<file path="config.mk">
export PLATFORM = sky130hd
export DESIGN_NAME = serial_frame_receiver
export DESIGN_NICKNAME = d
export VERILOG_FILES = /design/src/rtl/serial_frame_receiver.sv
export SDC_FILE = /design/constraint.sdc
export NUM_CORES = 1
export LEC_CHECK = 0
export CELL_PAD_IN_SITES_DETAIL_PLACEMENT = 0
export CELL_PAD_IN_SITES_GLOBAL_PLACEMENT = 1
export CORE_ASPECT_RATIO = 1.25
export CORE_MARGIN = 2
export CORE_UTILIZATION = 35
export DETAILED_ROUTE_END_ITERATION = 10
export PLACE_DENSITY = 0.73
export SKIP_LAST_GASP = 1
export SLEW_MARGIN = 25
export SYNTH_ARGS = -nofsm -noshare
export SYNTH_HDL_FRONTEND = slang
export SYNTH_SLANG_ARGS = --single-unit
</file>
<file path="constraint.sdc">
create_clock -name clk -period 1.5 [get_ports clk]
set_input_delay 0.3 -clock clk [delete_from_list [all_inputs] [get_ports clk]]
set_output_delay 0.3 -clock clk [all_outputs]
set_load 0.01 [all_outputs]
</file>
<file path="src/rtl/serial_frame_receiver.sv">
// Serial frame receiver: hunts the bit stream for SYNC_PAT, then shifts in DATA_W payload bits MSB first.
// Optional even-parity bit after the payload is enabled by defining PARITY_CHK_EN.
module serial_frame_receiver #(
    parameter int                SYNC_W   = 4,
    parameter logic [SYNC_W-1:0] SYNC_PAT = 4'b1011,
    parameter int                DATA_W   = 8,
    parameter int                CNT_W    = 8
) (
    input  logic              clk,
    input  logic              reset,
    input  logic              en,
    input  logic              y,
    output logic [DATA_W-1:0] data_out,
    output logic              data_valid,
    output logic              locked,
    output logic [CNT_W-1:0]  frame_cnt,
    output logic              parity_err
);

    // state  | meaning
    // HUNT   | shifting y into sync_sr, waiting for SYNC_PAT after at least SYNC_W bits
    // DATA   | shifting DATA_W payload bits into data_sr
    // PARITY | consuming the even-parity bit (PARITY_CHK_EN builds only)

    localparam int FILL_W = $clog2(SYNC_W + 1);
    localparam int BIT_W  = $clog2(DATA_W + 1);
    localparam logic [FILL_W-1:0] FILL_FULL = FILL_W'(SYNC_W);
    localparam logic [BIT_W-1:0]  BIT_LAST  = BIT_W'(DATA_W - 1);

    typedef enum logic [1:0] {
        HUNT   = 2'd0,
        DATA   = 2'd1,
        PARITY = 2'd2
    } state_t;

    state_t            state;
    logic [SYNC_W-1:0] sync_sr;
    logic [FILL_W-1:0] fill_cnt;
    logic [BIT_W-1:0]  bit_cnt;
    logic [DATA_W-1:0] data_sr;

    logic [SYNC_W-1:0] sync_next;
    logic [FILL_W-1:0] fill_next;
    logic [DATA_W-1:0] data_next;
    logic              sync_hit;

    // The fill count keeps the reset value of sync_sr from ever taking part in a match.
    always_comb begin
        sync_next = {sync_sr[SYNC_W-2:0], y};
        fill_next = (fill_cnt == FILL_FULL) ? fill_cnt : fill_cnt + FILL_W'(1);
        data_next = {data_sr[DATA_W-2:0], y};
        sync_hit  = (sync_next == SYNC_PAT) && (fill_next == FILL_FULL);
    end

`ifndef PARITY_CHK_EN
    assign parity_err = 1'b0;
`endif

    always_ff @(posedge clk) begin
        if (!reset) begin
            state      <= HUNT;
            sync_sr    <= '0;
            fill_cnt   <= '0;
            bit_cnt    <= '0;
            data_sr    <= '0;
            data_out   <= '0;
            data_valid <= 1'b0;
            locked     <= 1'b0;
            frame_cnt  <= '0;
`ifdef PARITY_CHK_EN
            parity_err <= 1'b0;
`endif
        end else begin
            data_valid <= 1'b0;
            if (en) begin
                unique case (state)
                    HUNT: begin
                        sync_sr  <= sync_next;
                        fill_cnt <= fill_next;
                        if (sync_hit) begin
                            state   <= DATA;
                            bit_cnt <= '0;
                            locked  <= 1'b1;
                        end
                    end
                    DATA: begin
                        data_sr <= data_next;
                        bit_cnt <= bit_cnt + BIT_W'(1);
                        if (bit_cnt == BIT_LAST) begin
`ifdef PARITY_CHK_EN
                            state <= PARITY;
`else
                            state      <= HUNT;
                            locked     <= 1'b0;
                            sync_sr    <= '0;
                            fill_cnt   <= '0;
                            data_out   <= data_next;
                            data_valid <= 1'b1;
                            if (frame_cnt != '1)
                                frame_cnt <= frame_cnt + CNT_W'(1);
`endif
                        end
                    end
                    PARITY: begin
                        state <= HUNT;
`ifdef PARITY_CHK_EN
                        // Bad-parity frames are still delivered and counted.
                        locked     <= 1'b0;
                        sync_sr    <= '0;
                        fill_cnt   <= '0;
                        data_out   <= data_sr;
                        data_valid <= 1'b1;
                        parity_err <= ^{data_sr, y};
                        if (frame_cnt != '1)
                            frame_cnt <= frame_cnt + CNT_W'(1);
`endif
                    end
                    default: state <= HUNT;
                endcase
            end
        end
    end

endmodule
</file>
==> metrics.csv, run 1 <==
metric,value,unit
mapped cell area,0.00148,mm^2
clock root buffer,clkbuf_8,
#FFs+latches synth,35,
clk_lat worst skew,0.28,ns
Hold Path Class,flip-flop to flip-flop,
drt pass-1 iters,4,
hold buffers post-CTS,0,
fin crit share,0.972,
Critical Path Fanout Max,5,
DR vias/cell,5.00,
net switching power,380,uW
setup bufs post-CTS,0,
# diodes,0,
Setup crit start kind,flip-flop,
row cnt,26,
Max-Cap Viols,0,
worst r2r src,fill_cnt[1]$_SDFFE_PN0P_,
H-tree Lvls,2,
placed inst area,0.00189,mm^2
pin count of the biggest net entering global routing,28,
Starting Density,0.363,
WL/cell,12.5,um
clk slew on worst S/H paths,0.07,ns
core area,0.00407,mm^2
Synth async-reset ratio,0,
Final #Nets,226,
Mapped Cells,179,
fmax,686,MHz
CTS tree,yes,
CTS buffer count,5,
DRT iter0 DRCs,27,
status,"complete, no violations",
Mapped Avg Cell Area,8.26,um^2
Post-synth top cells,"nand2_1 (36), dfxtp_1 (35), a21oi_1 (20)",
cell-internal power,1400,uW
combinational share of power,0.056,
final hold vios,0,
sequential area share after synthesis,0.474,
Hold Crit Start,data_out[2]$_SDFFE_PN0P_,
Crit. End Element,flip-flop,
layout cells sized above 1,0.228,
"Area growth, synth to finish",38.4,%
hpwl dp,2390,um
RSZ-0062 raised after global routing,yes,
post-placement cell count,267,
Net Sw Frac,0.214,
Synth Warn #,0,
clk_skew,0.00238,ns
count of buffers from port buffering,21,
chip height,76.6,um
ANT nets after route,0,
final setup vio count,0,
Pwr Density,868,mW/mm^2
Peak VDD IR,0.000431,V
fin area,0.00205,mm^2
Post-synth EDFFs,0,
Clk pwr share,0.415,
Post-Layout Cell Count,275,
fill count,404,
Synth area leaders,"dfxtp_1 (47%), nand2_1 (9.1%), a21oi_1 (6.8%), nor2_1 (3.6%), ha_1 (3.4%)",
I/O pin cnt,23,
Leak,0.000804,uW
drt drc,0,
chip width,62.1,um
share of the synthesized area in the top cell type,0.474,
ys flop type,dfxtp_1,
vias in the first global route,1339,
"Req. time, crit path",1.65,ns
crit path from,fill_cnt[1]$_SDFFE_PN0P_,
Slew Limit Fails,0,
initial antenna violation count,0,
WL final,3430,um
RD Place Congestion,0.827,
syn nets,187,
Die Area,0.00476,mm^2
"count leader, synth",nand2_1,
post-layout power,1780,uW
Sequential Power Share,0.528,
Crit path arrival time,1.61,ns
clock sinks,35,
number of library cell types mapped by synthesis,39,
Fin Hold WS,0.452,ns
post-synth top area cell,dfxtp_1,
CTS max path bufs,2,
fin crit period,1.46,ns
final setup margin,0.0425,ns
vias,1374,
first-pass GRT wire length,5990,um
kind of critical path,flip-flop to flip-flop,
worst slack at placement,-0.278,ns
gr usage total,0.158,
grt ovf,0,
[metrics by stage]
step	setup TNS (ns)	util
after floorplan	-0.0714	-
after global placement	-3.62	0.464
after detailed placement	-4.11	0.464
after CTS	-0.0858	0.495
after global routing	-0.150	0.503
final	0	0.503
[power groups by stage]
stage | clock (uW) | sequential [uW] | combinational [uW]
final | 737 | 939 | 100
after global routing | 800 | 938 | 110
after CTS | 762 | 940 | 93.1
after detailed placement | 0 | 960 | 85.9
after global placement | 0 | 960 | 85.2
after floorplan | 0 | 962 | 47.8
[worst paths after layout]
check / to / slack (ns) / cells after the start
min reg2reg: data_out[2]$_SDFFE_PN0P_ / 0.45 / 2
min: data_out[2]$_SDFFE_PN0P_ / 0.45 / 2
max: bit_cnt[0]$_SDFFE_PN0P_ / 0.04 / 6
max reg2reg: bit_cnt[0]$_SDFFE_PN0P_ / 0.04 / 6
[routing by layer]
layer / track usage / part of all wire
met2: 0.276 / 0.50
met4: 0.0756 / 0.018
met1: 0.172 / 0.43
met5: 0 / 0
met3: 0.0487 / 0.044
[placed cells by master (no fill, tap or decap), drive strengths merged, types with 2 or more instances in the layout]
cell / instances
mux2i: 4
o22ai: 2
nand2: 37
nor3: 4
nand3b: 3
and3: 3
a21oi: 20
buf: 18
clkdlybuf4s50: 10
a22oi: 4
nor2: 14
dlygate4sd2: 10
inv: 6
clkbuf: 8
nand3: 10
a211oi: 2
ha: 4
dfxtp: 35
o21ai: 6
[timing repair]
item	in CTS	in global routing
pin swaps	7	4
resized for setup	24	11
cloned	0	0
endpoints found under the setup margin	16	21
[worst max-delay path, stage by stage (launching register included)]
cell and delay (ns):
dfxtp_2 0.33, inv_2 0.04, ha_4 0.23, and4b_1 0.23, nand3b_1 0.12, a211oi_4 0.26
o22ai_1 0.12
[flip-flops by register name, summed over array words and instances (netlist names)]
register / flops
data_out: 8
frame_cnt: 8
data_sr: 7
bit_cnt: 4
fill_cnt: 3
sync_sr: 3
data_valid: 1
locked: 1
[area by class of cell]
cell class	instances	area [um^2]	area share
Tap cell	56	70.1	0.0343
Timing Repair Buffer	39	335	0.164
Clock buffer	8	100	0.0489
Sequential cell	35	718	0.351
Inverter	6	22.5	0.0110
Multi-Input combinational cell	131	800	0.391
[cells by family after synthesis]
family,share of synthesized area
AND/OR/NAND/NOR,0.259
buffers and inverters,0.0364
adder cells (fa/ha/maj),0.0339
XOR/XNOR,0.0119
flip-flops,0.474
other,0.00254
AO/OA/AOI/OAI,0.155
multiplexers,0.0271
Note: power is estimated with default switching activity, not from simulation.
==> run 2: changes to the inputs <==
Settings changed: ABC_AREA set to 1, CAP_MARGIN set to 20, CORE_UTILIZATION 35 to 34.
==> run 2 against run 1 <==
Net effect: final area fell by 0.73%; synthesized cell count rose by 17%; sequential share of layout area fell by 0.23 points; largest power group unchanged; largest cell class is now registers; sequential power barely moved; non-clock buffer count fell by 5; combinational power fell by 8%; maximum frequency rose by 0.74%; clock power barely moved; count of clock-buffer cells in the layout did not move; global-route usage fell by 1.9 points; die area rose by 5.1%.
==> metrics.csv, run 2 <==
metric,value,unit
Crit. End Element,primary output,
Mapped Cells,209,
met3 Usage GRT,0.0387,
WL/cell,10.5,um
Hold Path Class,flip-flop to flip-flop,
"Area growth, synth to finish",34.2,%
WL final,3190,um
chip width,63.7,um
clock sinks,35,
Critical Path Fanout Max,2,
RD Place Congestion,0.772,
grt ovf,0,
status,"complete, no violations",
H-tree Lvls,2,
ANT nets after route,0,
clk_skew,0.00501,ns
Slew Limit Fails,0,
CP top delay family,buffers and inverters,
Leak,0.000899,uW
drt pass-1 iters,4,
I/O pin cnt,23,
share of the synthesized area in the top cell type,0.463,
layout cells sized above 1,0.154,
fin crit share,0.965,
Pwr Density,872,mW/mm^2
Synth async-reset ratio,0,
Peak VDD IR,0.000554,V
mapped cell area,0.00151,mm^2
sequential area share after synthesis,0.463,
Synth Warn #,0,
final setup vio count,0,
most common library cell in the layout ignoring fill and taps,nand2_1,
syn nets,217,
final hold vios,0,
"Req. time, crit path",1.20,ns
RSZ-0062 raised after global routing,yes,
hold buffers post-CTS,0,
vias,1354,
post-synth top area cell,dfxtp_1,
Fin Setup TNS,0,ns
Mapped Avg Cell Area,7.24,um^2
Die Area,0.00500,mm^2
DRT iter0 DRCs,67,
fin crit period,1.45,ns
kind of critical path,flip-flop to primary output,
Critical path buffers and inverters,1,
number of library cell types mapped by synthesis,21,
GR peak layer,met2,
fmax,691,MHz
DR vias/cell,4.45,
biggest regs,"data_out (8), frame_cnt (8), data_sr (7)",
Crit path arrival time,1.15,ns
# diodes,0,
ys flop type,dfxtp_1,
Final #Nets,253,
drt drc,0,
clk slew on worst S/H paths,0.07,ns
Post-synth EDFFs,0,
chip height,78.6,um
Post-synth top cells,"nand2_1 (47), inv_1 (39), dfxtp_1 (35)",
clk_lat worst skew,0.28,ns
CTS buffer count,5,
CTS tree,yes,
count of buffers from port buffering,21,
GR Util met2,0.229,
Synth area leaders,"dfxtp_1 (46%), nand2_1 (12%), inv_1 (9.7%), a21oi_1 (7.9%), o21ai_0 (5.3%)",
hpwl dp,2280,um
row cnt,27,
post-placement cell count,296,
vias in the first global route,1271,
Setup crit start kind,flip-flop,
CP max stage delay,0.54,ns
post-layout power,1770,uW
clock root buffer,clkbuf_8,
CTS max path bufs,2,
first-pass GRT wire length,5580,um
initial antenna violation count,0,
gr usage total,0.138,
"count leader, synth",nand2_1,
Starting Density,0.347,
core area,0.00436,mm^2
GR Util met1,0.172,
pin count of the biggest net entering global routing,19,
Post-Layout Cell Count,304,
setup bufs post-CTS,0,
#FFs+latches synth,35,
Max-Cap Viols,0,
Critical Path Slowest Stage Cell,clkdlybuf4s50_1,
"Cell Chain, Critical Path",clkdlybuf4s50_1,
"commonest cells after routing, fill and taps aside","nand2_1 (44), inv_1 (39), dfxtp_1 (29), a21oi_1 (24), o21ai_0 (15)",
-- run 2: worst paths after layout --
check	start	endpoint	slack, ns	depth (start not counted)
hold / removal	data_sr[6]$_SDFFE_PN0P_	data_sr[6]$_SDFFE_PN0P_	0.46	2
setup / recovery	data_out[6]$_SDFFE_PN0P_	data_out[6]	0.05	1
setup reg to reg	bit_cnt[0]$_SDFFE_PN0P_	frame_cnt[4]$_SDFFE_PN0P_	0.11	7
hold reg to reg	data_sr[6]$_SDFFE_PN0P_	data_sr[6]$_SDFFE_PN0P_	0.46	2
-- run 2: power by group --
part           switching [uW]  internal [uW]  total [uW]
Sequential               4.96            936         941
Clock                     317            419         736
Combinational            50.4           42.1        92.5
-- run 2: cells by family (layout without fill, tap and decap cells) --
group	Yosys count	in the layout	share of synthesized area
AND/OR/NAND/NOR	76	76	0.218
other	1	1	0.00248
buffers and inverters	45	82	0.115
AO/OA/AOI/OAI	46	46	0.157
flip-flops	35	35	0.463
XOR/XNOR	2	2	0.0116
adder cells (fa/ha/maj)	4	4	0.0331
-- run 2: cell type report --
type,count,area (um^2)
clock buffers,8,100
fillers,456,2330
inverters,40,155
multi-input cells,129,683
flip-flops and latches,35,708
well taps,58,72.6
repair buffers,34,312
-- run 2: per-stage QoR --
stage / setup WS (ns) / util / hold slack (ns) / cell area [um^2]
after floorplan: 0.203 / - / 0.413 / 1510
after global placement: -0.249 / 0.429 / 0.455 / 1870
after detailed placement: -0.268 / 0.429 / 0.453 / 1870
after CTS: -0.0122 / 0.451 / 0.468 / 1970
after global routing: -0.0173 / 0.466 / 0.487 / 2030
final: 0.0532 / 0.466 / 0.462 / 2030
-- run 2: what timing repair did --
item	4_1_cts	5_1_grt
setup endpoints to repair	6	20
gates resized for setup	7	20
pin swaps	0	3
-- run 2: layer usage --
metal / vias to the layer above / share of wire
met5: - / 0
li1: 727 / -
met2: 19 / 0.49
met3: 2 / 0.039
met1: 606 / 0.46
met4: 0 / 0.0078
==> run 3: changes to the inputs <==
Settings changed: CORE_MARGIN 2 to not set, CTS_CLUSTER_DIAMETER set to 60.
==> run 3 against run 2 <==
Net effect: global-route usage is 0.90 points higher; sequential cell count stayed put; final area is 2.8% lower.
==> metrics.csv, run 3 (same netlist as run 2, synthesis figures left out) <==
metric,value,unit
Fin Setup TNS,0,ns
Leak,0.000880,uW
hold buffers post-CTS,0,
DR vias/cell,4.49,
biggest regs,"data_out (8), frame_cnt (8), data_sr (7)",
"Cell Chain, Critical Path",clkdlybuf4s50_1,
Critical Path Fanout Max,2,
Pwr Density,847,mW/mm^2
CTS buffer count,5,
Final Util,0.474,
grt ovf,0,
Critical path buffers and inverters,1,
chip width,61.7,um
final setup vio count,0,
post-layout power,1670,uW
RSZ-0062 raised after global routing,yes,
clk slew on worst S/H paths,0.07,ns
Max-Cap Viols,0,
clock sinks,35,
"Req. time, crit path",1.20,ns
I/O pin cnt,23,
core area,0.00416,mm^2
Die Area,0.00472,mm^2
ANT nets after route,0,
CP top delay family,buffers and inverters,
clock root buffer,clkbuf_8,
WL final,3140,um
vias,1343,
Peak VDD IR,0.000594,V
"Area growth, synth to finish",30.5,%
Setup crit start kind,flip-flop,
Starting Density,0.363,
row cnt,26,
clk_skew,0.00472,ns
Final #Nets,250,
CP max stage delay,0.54,ns
WL/cell,10.5,um
initial antenna violation count,0,
Slew Limit Fails,0,
drt drc,0,
"commonest cells after routing, fill and taps aside","nand2_1 (46), inv_1 (39), dfxtp_1 (30), a21oi_1 (24), o21ai_0 (16)",
most common library cell in the layout ignoring fill and taps,nand2_1,
status,"complete, no violations",
# diodes,0,
clk_lat worst skew,0.28,ns
vias in the first global route,1275,
Crit. End Element,primary output,
DRT iter0 DRCs,26,
kind of critical path,flip-flop to primary output,
fin crit share,0.972,
pin count of the biggest net entering global routing,19,
CTS max path bufs,2,
Hold Path Class,flip-flop to flip-flop,
CTS tree,yes,
count of buffers from port buffering,21,
H-tree Lvls,2,
RD Place Congestion,0.735,
area occupied by multi-input gates,666,um^2
drt pass-1 iters,4,
flip-flop and latch area,712,um^2
hpwl dp,2280,um
Crit path arrival time,1.16,ns
first-pass GRT wire length,5250,um
gr usage total,0.147,
fmax,686,MHz
Critical Path Slowest Stage Cell,clkdlybuf4s50_1,
fill count,478,
fin crit period,1.46,ns
final hold vios,0,
layout cells sized above 1,0.128,
chip height,76.6,um
-- run 3: cell count changes in the layout (fill, tap and decap cells not counted), sizes merged --
cell / previous run / this run
clkinv: 0 / 1
clkinvlp: 0 / 1
buf: 13 / 10
clkbuf: 8 / 6
-- run 3: per-stage QoR --
step                std cells  hold slack (ns)  worst slack (ns)  cell area [um^2]
floorplan                 209            0.413             0.203              1510
global placement          290            0.449            -0.244              1840
detailed placement        290            0.456            -0.271              1840
CTS                       298            0.468           -0.0214              1920
global route              299            0.485           -0.0449              1970
finish                    299            0.464            0.0421              1970
-- run 3: cell type report --
type / instances / area share
inverters: 40 / 0.0773
multi-input cells: 129 / 0.337
repair buffers: 31 / 0.146
clock inverters: 2 / 0.00634
well taps: 56 / 0.0355
flip-flops and latches: 35 / 0.361
clock buffers: 6 / 0.0368
-- run 3: where the power goes --
part | total, uW | switching (uW) | internal [uW]
Sequential | 937 | 4.93 | 932
Clock | 656 | 331 | 324
Combinational | 78.9 | 46.5 | 32.4
-- run 3: repair_timing --
| item | 4_1_cts | 5_1_grt |
|---|---|---|
| pin swaps | 0 | 3 |
| setup buffers | 0 | 1 |
| resized for setup | 7 | 16 |
| setup endpoints to repair | 6 | 23 |
-- run 3: final timing paths --
| kind | to | from | slack (ns) | cells past startpoint |
|---|---|---|---|---|
| setup / recovery | data_out[0] | data_out[0]$_SDFFE_PN0P_ | 0.04 | 1 |
| hold / removal | sync_sr[2]$_SDFFE_PN0P_ | sync_sr[2]$_SDFFE_PN0P_ | 0.46 | 2 |
| setup reg to reg | frame_cnt[3]$_SDFFE_PN0P_ | bit_cnt[1]$_SDFFE_PN0P_ | 0.11 | 8 |
| hold reg to reg | sync_sr[2]$_SDFFE_PN0P_ | sync_sr[2]$_SDFFE_PN0P_ | 0.46 | 2 |
-- run 3: per-layer routing --
metal | track usage | part of all wire | vias up
li1 | - | - | 726
met1 | 0.166 | 0.45 | 591
met2 | 0.251 | 0.50 | 21
met3 | 0.0407 | 0.030 | 5
met4 | 0.0600 | 0.012 | 0
met5 | 0 | 0 | -
==> edit 1: new RTL, flow settings as in run 2 <==
Set the parameter `CNT_W` to 12 (it was 8).
--- a/src/rtl/serial_frame_receiver.sv
+++ b/src/rtl/serial_frame_receiver.sv
@@ -4,7 +4,7 @@
     parameter int                SYNC_W   = 4,
     parameter logic [SYNC_W-1:0] SYNC_PAT = 4'b1011,
     parameter int                DATA_W   = 8,
-    parameter int                CNT_W    = 8
+    parameter int                CNT_W    = 12
 ) (
     input  logic              clk,
     input  logic              reset,
Ports: changed (resized frame_cnt); port bits go from 23 to 27. The function was not compared with the original's and may differ.
==> edit 1 against run 2 <==
- sequential share of layout area down 2.3 points
- clock skew rose by 0.0050 ns
- sequential cell count rose by 4
- wire length grew 26%
- power up 13%
- via count rose by 25%
- setup slack got worse by 0.0044 ns
- utilization grew 1.5 points
- design area increased by 20%
- area after synthesis grew 18%
- global-route usage grew 1.6 points
- cell count rose by 19%
- highest routed layer unchanged
==> edit 1: results (changes against run 2) <==
- The hold slack was 0.4525 ns (was 0.4616 ns).
- The largest clock skew in the final design is 0.009991 ns (was 0.005011 ns).
- The routing usage on met1 is 18.45% (was 17.21%).
- The final wirelength was 4037 um (was 3192 um).
- Top cells by instance count after synthesis: sky130_fd_sc_hd__nand2_1, sky130_fd_sc_hd__dfxtp_1, sky130_fd_sc_hd__a21oi_1 (was sky130_fd_sc_hd__nand2_1, sky130_fd_sc_hd__inv_1, sky130_fd_sc_hd__dfxtp_1).
- Top cells by area, synth: sky130_fd_sc_hd__dfxtp_1, sky130_fd_sc_hd__nand2_1, sky130_fd_sc_hd__a21oi_1 (was sky130_fd_sc_hd__dfxtp_1, sky130_fd_sc_hd__nand2_1, sky130_fd_sc_hd__inv_1).
- The weighted congestion reported at the end of routability-driven placement came to 0.7479 (was 0.7717).
- The internal portion of total power came to 0.001575 W (was 0.001397 W).
- The met2 layer usage reported by global route is 26.14% (was 22.95%).
- The global routing usage on met3 came to 3.714% (was 3.868%).
- The net count after synthesis came to 259 (was 217).
- The fraction of the yosys area taken by sequential cells is 43.70% (was 46.32%).
- The first-pass GRT wire length is 6844 um (was 5575 um).
- The number of library cell types mapped by synthesis is 27 (was 21).
- The final layout net count is 309 (was 253).
- The port buffer count is 25 (was 21).
- Status: finished clean (unchanged).
- The largest voltage drop on the vdd net was 0.5995 mV (was 0.5536 mV).
- Registers with the most flip-flops: frame_cnt (12), data_out (8), data_sr (7) (was data_out (8), frame_cnt (8), data_sr (7)).
- The cell area reported after detailed placement was 2250 um^2 (was 1869 um^2).
- The number of fillers in the final layout is 522 (was 456).
- The worst reg2reg path startpoint is fill_cnt[1] (was bit_cnt[0]).
- The via count of the first global-routing pass is 1558 (was 1271).
- The worst reg-to-reg path cell count is 9 (was 7).
- The static power due to leakage is 1.122 nW (was 0.8993 nW).
- The endpoint of the most critical register-to-register path is bit_cnt[3] (was frame_cnt[4]).
==> edit 1: changes by cell type in the layout (fill, tap and decap cells not counted), sizes merged, moves of 4 or more <==
cell           before  now
nand2              49   71
inv                40   25
buf                13   25
nor2               11   23
nand3              12   21
dlygate4sd2         5   13
clkdlybuf4s50      12    5
o22ai               6    0
a21oi              24   29
dfxtp              35   39
==> edit 1: worst min-delay path, delay by kind of cell, from the launching register on <==
kind	cells	cell delay, ns
flip-flops	1	0.30
buffers and inverters	1	0.06
AO/OA/AOI/OAI	1	0.05
==> edit 1: cell families (layout without fill, tap and decap cells) <==
logic type	after synthesis	in the layout	share of synthesized area, %
AND/OR/NAND/NOR	122	122	29.90
AO/OA/AOI/OAI	47	47	13.16
flip-flops	39	39	43.70
buffers and inverters	33	83	7.773
XOR/XNOR	5	5	2.451
adder cells (fa/ha/maj)	4	4	2.801
other	1	1	0.2099
==> edit 1: how the worst max path moves through the flow <==
stage	from	endpoint	slack (ns)	cells past startpoint
floorplan	frame_cnt[0]	frame_cnt[2]	0.05	8
global placement	en	bit_cnt[3]	-0.17	8
detailed placement	en	bit_cnt[3]	-0.21	8
CTS	frame_cnt[2]	frame_cnt[2]	-0.05	1
global route	fill_cnt[1]	bit_cnt[3]	-0.04	9
finish	data_out[1]	data_out[1]	0.05	1
==> edit 1: metrics by stage <==
stage / setup slack (ns) / instances
after global routing: -0.04025 / 363
final: 0.04882 / 363
after global placement: -0.1696 / 354
after CTS: -0.05384 / 361
after detailed placement: -0.2076 / 354
after floorplan: 0.04593 / 251
==> edit 1: power by group through the flow <==
stage	clock, W	sequential, W	combinational [W]
after detailed placement	0	0.00107	0.0000915
after global placement	0	0.00107	0.0000924
final	0.000847	0.00105	0.0000996
after global routing	0.000926	0.00105	0.000114
after CTS	0.000876	0.00105	0.0000928
after floorplan	0	0.00107	0.0000485
==> edit 1: layer usage <==
metal / vias up / wire length (um)
met5: - / 0
met4: 0 / 65
met3: 5 / 143
met2: 26 / 2059
met1: 759 / 1768
li1: 908 / -
==> edit 1: final cells by class <==
cell class              instances  area, um^2  share of cell area [%]
multi-input cells             179       922.1                   37.72
flip-flops and latches         39       795.8                   32.55
repair buffers                 50       439.2                   17.96
inverters                      26       103.9                   4.248
well taps                      62       77.57                   3.173
clock buffers                   5       68.82                   2.815
clock inverters                 2       37.54                   1.535
==> edit 1: repair_timing <==
action | 4_1_cts | 5_1_grt
setup endpoints to repair | 16 | 21
buffers inserted | 0 | 2
resized for setup | 23 | 25
pin swaps | 0 | 6
==> edit 2: new RTL, config.mk and constraints of run 2 <==
Made on the original files. Encoding of `state_t`: now one-hot (3 bits for 3 states).
--- a/src/rtl/serial_frame_receiver.sv
+++ b/src/rtl/serial_frame_receiver.sv
@@ -27,10 +27,10 @@
     localparam logic [FILL_W-1:0] FILL_FULL = FILL_W'(SYNC_W);
     localparam logic [BIT_W-1:0]  BIT_LAST  = BIT_W'(DATA_W - 1);
 
-    typedef enum logic [1:0] {
-        HUNT   = 2'd0,
-        DATA   = 2'd1,
-        PARITY = 2'd2
+    typedef enum logic [2:0] {
+        HUNT   = 3'b001,
+        DATA   = 3'b010,
+        PARITY = 3'b100
     } state_t;
 
     state_t            state;
Function: no difference found for any inputs over 10 cycles, from zero or initial values and one cycle with reset low; not proved beyond that.
==> edit 2 against run 2 <==
- sequential share of layout area down 1.3 points
- critical path depth unchanged
- setup slack better by 0.0019 ns
- critical endpoint is now frame_cnt[7]
- global-route usage up 0.052 points
- design area up 9.8%
- wire length up 12%
- synthesized cell count up 3.8%
- utilization up 0.55 points
- area after synthesis up 9.7%
- sequential cell count up 2
- via count up 7.3%
Power is not compared: it rests on default switching activity, and its combinational part moved more than twofold at a synthesized area within 25%.
==> edit 2: results (changes against run 2) <==
- The met1 routed wirelength after detailed routing is 1757 um (was 1484 um).
- The clock buffer count in the final layout is 6 (was 8).
- The initial detailed-routing violation count is 37 (was 67).
- Top cells by instance count after synthesis: sky130_fd_sc_hd__nand2_1, sky130_fd_sc_hd__dfxtp_1, sky130_fd_sc_hd__a21oi_1 (was sky130_fd_sc_hd__nand2_1, sky130_fd_sc_hd__inv_1, sky130_fd_sc_hd__dfxtp_1).
- The sequential share of cell area is 33.56% (was 34.87%).
- The wire length on met3 is 111 um (was 123 um).
- The total power of the final layout is 0.001962 W.
- The global routing usage on met3 is 3.659% (was 3.868%).
- The multi-input combinational gate total is 154 (was 129).
- The routing usage on met1 was 17.42% (was 17.21%).
- The worst setup slack after placement is -0.1139 ns (was -0.2676 ns).
- Status: finished clean (unchanged).
- The startpoint of the worst hold path is data_out[3] (was data_sr[6]).
- The placeable core region came to 4730 um^2 (was 4358 um^2).
- The average detailed-routed wire length per instance came to 11.25 um (was 10.50 um).
- The cell area reported after detailed placement is 2049 um^2 (was 1869 um^2).
- The weighted congestion reported at the end of routability-driven placement is 0.7594 (was 0.7717).
- The area of the multi-input gates is 847.1 um^2 (was 683.2 um^2).
- The layout buffer count excluding clock buffers is 40 (was 34).
- The ratio of cells with drive above 1 in the final layout is 21.62% (was 15.45%).
- The cell count after synthesis was 217 (was 209).
- The number of fillers in the final layout came to 484 (was 456).
- The half-perimeter wire length after placement is 2442 um (was 2276 um).
- The final wirelength is 3589 um (was 3192 um).
- The startpoint of the most critical setup path was frame_cnt[7] (was data_out[6]).
- The final layout net count is 266 (was 253).
- The area share of buffers outside the clock network is 17.00% (was 15.34%).
- The hold-critical path endpoint is data_out[3] (was data_sr[6]).
- The number of library cell types mapped by synthesis was 27 (was 21).
- The overall global routing resource usage is 13.90% (was 13.84%).
- The wire length on met2 came to 1673 um (was 1558 um).
- The synthesized-area fraction occupied by xor and xnor cells is 2.112% (was 1.158%).
- The synthesized-area fraction occupied by ao, oa, aoi and oai cells is 15.08% (was 15.72%).
- The total placed cells including tap cells is 309 (was 296).
- The fraction of the yosys area taken by sequential cells is 44.65% (was 46.32%).
-- edit 2: cell count changes after synthesis, moves of 2 or more --
| cell | run 2 | this run |
|---|---|---|
| sky130_fd_sc_hd__nand3b_1 | 0 | 2 |
| sky130_fd_sc_hd__o22ai_1 | 6 | 0 |
| sky130_fd_sc_hd__inv_4 | 0 | 2 |
| sky130_fd_sc_hd__a21oi_2 | 0 | 2 |
| sky130_fd_sc_hd__inv_1 | 39 | 18 |
| sky130_fd_sc_hd__a21oi_1 | 24 | 29 |
| sky130_fd_sc_hd__nand2_1 | 47 | 51 |
| sky130_fd_sc_hd__nand3_1 | 12 | 14 |
| sky130_fd_sc_hd__dfxtp_1 | 35 | 37 |
| sky130_fd_sc_hd__nor2_1 | 11 | 21 |
| sky130_fd_sc_hd__nor2_4 | 0 | 2 |
| sky130_fd_sc_hd__o21ai_0 | 16 | 14 |
